==> src/rtl/btn_conditioner.sv <==
// Pushbutton front end: two-flop synchroniser and debounce counter per button,
// stable levels for left/right/down and single-cycle press pulses for centre/up.

module btn_debounce #(
    parameter int DB_CYCLES = 500000,
    parameter int CNT_W     = 19
) (
    input  logic clk,
    input  logic rst_n,
    input  logic raw,
    output logic level
);

    localparam logic [CNT_W-1:0] CNT_LAST = CNT_W'(DB_CYCLES - 1);
    localparam logic [CNT_W-1:0] CNT_ONE  = CNT_W'(1);

    logic             s1;
    logic             s;
    logic             st;
    logic [CNT_W-1:0] cnt;

    always_ff @(posedge clk or negedge rst_n) begin
        if (!rst_n) begin
            s1 <= 1'b0;
            s  <= 1'b0;
        end else begin
            s1 <= raw;
            s  <= s1;
        end
    end

    // Any sample that agrees with the debounced state restarts the count,
    // so st only flips after DB_CYCLES consecutive disagreeing samples.
    always_ff @(posedge clk or negedge rst_n) begin
        if (!rst_n) begin
            st  <= 1'b0;
            cnt <= '0;
        end else if (s == st) begin
            cnt <= '0;
        end else if (cnt == CNT_LAST) begin
            st  <= s;
            cnt <= '0;
        end else begin
            cnt <= cnt + CNT_ONE;
        end
    end

    assign level = st;

endmodule

module btn_pulse (
    input  logic clk,
    input  logic rst_n,
    input  logic level,
    output logic pulse
);

    logic level_d;

    always_ff @(posedge clk or negedge rst_n) begin
        if (!rst_n) begin
            level_d <= 1'b0;
            pulse   <= 1'b0;
        end else begin
            level_d <= level;
            pulse   <= level & ~level_d;
        end
    end

endmodule

module btn_conditioner #(
    parameter int DB_CYCLES = 500000,
    parameter int CNT_W     = 19
) (
    input  logic clk,
    input  logic rst_n,
    input  logic btnl_raw,
    input  logic btnr_raw,
    input  logic btnd_raw,
    input  logic btnc_raw,
    input  logic btnu_raw,
    output logic btnl,
    output logic btnr,
    output logic btnd,
    output logic btnc_pulse,
    output logic btnu_pulse
);

    // Bit order: {up, centre, down, right, left}.
    logic [4:0] raw_vec;
    logic [4:0] lvl;

    assign raw_vec = {btnu_raw, btnc_raw, btnd_raw, btnr_raw, btnl_raw};

    for (genvar i = 0; i < 5; i++) begin : g_btn
        btn_debounce #(
            .DB_CYCLES (DB_CYCLES),
            .CNT_W     (CNT_W)
        ) u_db (
            .clk   (clk),
            .rst_n (rst_n),
            .raw   (raw_vec[i]),
            .level (lvl[i])
        );
    end

    assign btnl = lvl[0];
    assign btnr = lvl[1];
    assign btnd = lvl[2];

    btn_pulse u_pulse_c (
        .clk   (clk),
        .rst_n (rst_n),
        .level (lvl[3]),
        .pulse (btnc_pulse)
    );

    btn_pulse u_pulse_u (
        .clk   (clk),
        .rst_n (rst_n),
        .level (lvl[4]),
        .pulse (btnu_pulse)
    );

endmodule

==> config.mk <==
export PLATFORM = sky130hd
export DESIGN_NAME = btn_conditioner
export DESIGN_NICKNAME = d
export VERILOG_FILES = /design/src/rtl/btn_conditioner.sv
export SDC_FILE = /design/constraint.sdc
export NUM_CORES = 1
export LEC_CHECK = 0
export ABC_AREA = 1
export CAP_MARGIN = 30
export CELL_PAD_IN_SITES_DETAIL_PLACEMENT = 0
export CELL_PAD_IN_SITES_GLOBAL_PLACEMENT = 1
export CORE_ASPECT_RATIO = 1.25
export CORE_MARGIN = 2
export CORE_UTILIZATION = 48
export DETAILED_ROUTE_END_ITERATION = 10
export DONT_BUFFER_PORTS = 1
export PLACE_DENSITY = 0.85
export SLEW_MARGIN = 0
export SYNTH_ARGS = -nofsm -noshare
export SYNTH_HDL_FRONTEND = slang
export SYNTH_SLANG_ARGS = --single-unit
==> constraint.sdc <==
create_clock -name clk -period 1.9 [get_ports clk]
set_clock_uncertainty 0.15 [all_clocks]
set_input_delay 0.57 -clock clk [delete_from_list [all_inputs] [get_ports clk]]
set_output_delay 0.57 -clock clk [all_outputs]
set_load 0.005 [all_outputs]
-- Word level (Yosys, flattened, before mapping)
Index checks and enable logic that the tools add are counted.
Widths: inputs -> output; s select.
- bitwise logic cells: 9
- muxes and demuxes: 10
- reduce and logical (&&, ||, !) cells: 5
- equality and inequality tests: 10
- $add $sub $neg: 5
- operators with widths (cell ; number):
    $mux 19 ; 10
    $add 19x1->19 const B ; 5
    $eq 19x19->1 const B ; 5
    $reduce_and 2->1 ; 5
    $not 1->1 ; 7
    $eq 1x1->1 ; 5
    $and 1x1->1 ; 2
- input bits: 7
- bits in registers: 114
- output and inout bits: 5
- logic and storage cells: 63

-- Depth between registers and ports, before layout
- word-level depth: 3
- depth in mapped cells: 9
- depth with buffers taken out: 8

-- Modules after synthesis
A second synthesis with hierarchy kept.
- cell total of the unflattened synthesis: 743
- area, all modules: 6075.8 um2
- by module, submodules not included (module ; area an instance (um2) ; instances ; seq. area each (um2) ; cells an instance):
    btn_debounce ; 1191.1 ; 5 ; 550.5 ; 147
    btn_pulse ; 60.1 ; 2 ; 50.0 ; 4

-- Worst setup path before layout
OpenSTA, ideal clock, no wires.
- path type: register to register
- start point: register g_btn[2].u_db.cnt[0]
- end point: register g_btn[2].u_db.cnt[18]
- required time: 1631 ps
- clock period less this slack: 1422 ps
- stages on the path, launching flop included: 9
- slack: 478 ps
- data arrival time: 1153 ps
- cells stage by stage: dfrtp_1 ha_1 nand2_1 nor2_1 nand2_2 nor2_1 nand3_1 nand3_1 nor2_1
- cells in the longest elaborated chain, start to end: 3
- ends and longest elaborated chain (item ; RTL line ; source):
    from (decl) ; 20 ; logic [CNT_W-1:0] cnt;
    from (signal assigned) ; 44 ; cnt <= cnt + CNT_ONE;
    $add 19x1->19 / $eq 19x19->1 (equally long branches) ; 44, 40 ;
    $mux 19 (*) ; 40 ; end else if (cnt == CNT_LAST) begin
    $mux 19 (*) ; 38 ; end else if (s == st) begin
Every way passes the cells marked *; elsewhere a longest branch is shown, timed or not.
A chain may end at the register's enable or synchronous reset.

-- Worst setup path in the final report
- start point: register g_btn[4].u_db.cnt[0]
- end point: register g_btn[4].u_db.cnt[3]
- cells in the longest elaborated chain, start to end: 3
- ends and longest elaborated chain (item ; RTL line):
    from (decl) ; 20
    from (signal assigned) ; 44
    $add 19x1->19 / $eq 19x19->1 (equally long branches) ; 44, 40
    $mux 19 (*) ; 40
    $mux 19 (*) ; 38
Marked as above.

==> impl_summary.log <==
INFO  metric place.port_buffers = 0
INFO  metric fp.dieArea = around 14000 µm²
INFO  metric critPathKind = reg2reg
INFO  metric cts_tree = yes
INFO  metric starting_density = 49.0%
INFO  metric postSynth.topFlopCell = sky130_fd_sc_hd__dfrtp_1
INFO  metric run_status = finished, violations left
INFO  metric post-synth-top-count-cell = sky130_fd_sc_hd__nor2_1
INFO  metric antenna_found_initial = 0
INFO  metric netlist_top_cells_area = sky130_fd_sc_hd__dfrtp_1 46%, sky130_fd_sc_hd__nor2_1 14%, sky130_fd_sc_hd__nand2_1 8.9%
INFO  metric hold_path_class = in2async
INFO  metric postSynthRegisterBits = 114
INFO  metric syn_area_per_cell = about 7.6 µm²
INFO  metric timing.fmax = 622 MHz
INFO  metric max_slew.worst_pin.slew = ~0.36 ns
INFO  metric instance_area_after_placement = 6400 µm²
INFO  metric cts_buffers = 17
INFO  metric cellPowerDensity = 845 nW/µm²
INFO  metric hold_slack = -0.292 ns
INFO  metric total_global_route_track_usage = approximately 20%
INFO  metric postLayoutSetupSlackWorst = 0.292 ns
INFO  metric synth_async_sr_flop_share = 100%
INFO  metric floorplan.die.height = 131 µm
INFO  metric slew-limit-headroom = 75.7%
INFO  metric drive_gt1_share = a little over a tenth
INFO  metric rsz_0062_raised_after_global_routing = no
INFO  metric final_worst_path_cycle_share = a little over four fifths
INFO  metric wire_per_inst = 12.5 µm
INFO  metric detailed_route_via_count = 5017
INFO  metric footprint_of_the_multi_input_gates = ~3000 µm²
INFO  metric synth_edf_count = 0
INFO  metric die_width = ~110 µm
INFO  metric post-route-cell-area = 7030 µm²
INFO  metric grt_max_degree = between 100 and 150
INFO  metric min_clock_period_post_route = 1.61 ns
INFO  metric n_antenna_cell = 0
INFO  metric final_net_count = 842
INFO  metric filler_cell_count = 1226
INFO  metric fin_hold_viols = 114
INFO  metric worst-r2r-cell-count = 6
INFO  metric dpl.hpwl = 9250 µm
INFO  metric failed_checks = negative hold slack
INFO  metric wirelength = 12600 µm
INFO  metric r2r_start = g_btn[4].u_db.cnt[0]$_DFF_PN0_
INFO  metric final-setup-viol-count = 0
INFO  metric synthDistinctLibCells = 30
INFO  metric timing.critical_path.from = g_btn[4].u_db.cnt[0]$_DFF_PN0_
INFO  metric clock_sink_count = roughly 110
INFO  metric clk_transition_reported_paths = 0.05 ns
INFO  metric cp-end-kind = flip-flop
INFO  metric post_placement_worst_setup_slack = 0.287 ns
INFO  metric synth.top_cell.area_share = between 40% and 50%
INFO  metric synthesis.yosys.warnings = 0
INFO  metric seq_total_area_yosys = 46.0%
INFO  metric detail_route.iter0.violations = 226
INFO  metric finalSetupTns = 0 ns
INFO  metric detail_route.first_pass.iterations = 4
INFO  metric coreArea = about 13000 µm²
INFO  metric htreeDepth = 4
INFO  metric detail-route-antenna-nets = 0
INFO  metric timing.final.max_slew_violations = 0
INFO  metric synth_fp_nets = 826
INFO  metric vdd_drop_max = 0.582 mV
INFO  metric drt_drc_violations_left = 0
INFO  metric gpl.final_weighted_congestion = around 0.88
INFO  metric post_cts_resize_count = 0
INFO  metric grt_pass1_wl = 22000 µm
INFO  metric final-seq-area = 2850 µm²
INFO  metric netlist_instances = 814
INFO  metric route.detailed.vias_per_inst = 4.96
INFO  metric timing.critical_path.arrival = 1.75 ns
INFO  metric layout-area-overhead-vs-synth = 13.3%
INFO  metric grt.overflow.total = 0
INFO  metric synthDominantAreaCellType = sky130_fd_sc_hd__dfrtp_1
INFO  metric cts.repair_timing.setup_buffer_count = 0
INFO  metric cts_buffer_depth = 2
INFO  metric number_of_placement_rows = 46
INFO  metric worst_setup_path_start_kind = flip-flop
INFO  metric synth.top_cells.by_count = 227 x sky130_fd_sc_hd__nor2_1, 147 x sky130_fd_sc_hd__nand2_1, 114 x sky130_fd_sc_hd__dfrtp_1, 81 x sky130_fd_sc_hd__inv_1, 67 x sky130_fd_sc_hd__nand3_1
INFO  metric critical_path.max_fanout = 7
INFO  metric worstSkewPairLatency = 0.41 ns
INFO  metric grt_pass1_vias = a little under 5000
INFO  metric max_cap_violations = 0
INFO  metric power.leakage = roughly 3.0 nW
INFO  metric clock_tree.root_cell = sky130_fd_sc_hd__clkbuf_16
INFO  metric cp_data_required_time = between 2 and 2.5 ns
INFO  metric io-pin-count = 12
INFO  metric post_synth_instance_area = 6200 µm²
-- report_power, final --
group / internal, mW / leakage [nW] / switching [mW]
Clock: 2.23 / 0.293 / 1.11
Combinational: 0.0341 / 1.12 / 0.0680
Sequential: 2.47 / 1.56 / 0.0260
-- stage by stage --
stage / power [mW] / util, % / std cells
after floorplan: 2.61 / - / 814
after global placement: 2.63 / 50.5 / 979
after detailed placement: 2.64 / 50.5 / 979
after CTS: 6.01 / 55.5 / 1011
after global routing: 6.14 / 55.5 / 1011
final: 5.94 / 55.5 / 1011
-- layer usage --
metal / up-vias / global-route usage [%] / share of wire [%]
met5: - / 0 / 0
li1: 2561 / - / -
met2: 64 / 35.4 / 52
met4: 0 / 9.29 / 1.6
met3: 17 / 4.20 / 2.2
met1: 2375 / 23.4 / 44
-- cell families (layout without fill, tap and decap cells) --
group	after synthesis	in the layout	synth area share, %
flip-flops	114	114	46.0
XOR/XNOR	49	49	7.41
AO/OA/AOI/OAI	36	36	3.03
buffers and inverters	94	123	5.77
AND/OR/NAND/NOR	516	516	36.8
adder cells (fa/ha/maj)	5	5	1.01
-- placed cells by master, fill, tap and decap left out, drive strengths merged --
cell type	n
a21oi	17
and3	2
xor2	33
a31oi	1
o21a	1
nand2	168
xnor2	16
dfrtp	114
ha	5
inv	91
o22ai	1
nand3b	2
nor2	252
nand3	69
clkinv	3
clkbuf	20
bufinv	4
nor3b	6
o21ai	15
nor3	5
buf	1
and2	3
o21bai	1
clkinvlp	4
nand4	9
-- final cells by class --
type,instances,share of cell area (%)
Tap cell,168,2.99
Clock buffer,20,6.36
Inverter,90,4.81
Clock inverter,12,2.58
Timing Repair Buffer,1,0.107
Sequential cell,114,40.6
Multi-Input combinational cell,606,42.5
-- worst paths after layout --
| check | endpoint | slack (ns) |
|---|---|---|
| setup reg to reg | g_btn[4].u_db.cnt[3]$_DFF_PN0_ | 0.29 |
| setup / recovery | g_btn[4].u_db.cnt[3]$_DFF_PN0_ | 0.29 |
| hold reg to reg | g_btn[0].u_db.s$_DFF_PN0_ | 0.21 |
| max in group asynchronous | g_btn[4].u_db.cnt[14]$_DFF_PN0_ | 1.74 |
| min in group clk | g_btn[0].u_db.s1$_DFF_PN0_ | 0.03 |
| hold / removal | g_btn[1].u_db.cnt[12]$_DFF_PN0_ | -0.29 |
-- worst max-delay path, cell delays in order (launching register included) --
cell and delay [ns]:
sky130_fd_sc_hd__dfrtp_1 0.37, sky130_fd_sc_hd__ha_1 0.19, sky130_fd_sc_hd__nand2_1 0.09, sky130_fd_sc_hd__nor2_1 0.15, sky130_fd_sc_hd__nand3_1 0.23, sky130_fd_sc_hd__nand2_1 0.24
sky130_fd_sc_hd__nor2_1 0.07
-- sequential cells by signal, summed over array words and instances, names as in the netlist --
register / flops
u_pulse_u.pulse: 1
g_btn.u_db.level: 5
u_pulse_u.level_d: 1
u_pulse_c.pulse: 1
g_btn.u_db.s1: 5
g_btn.u_db.s: 5
u_pulse_c.level_d: 1
g_btn.u_db.cnt: 95
Power figures use the tool's default switching activity.
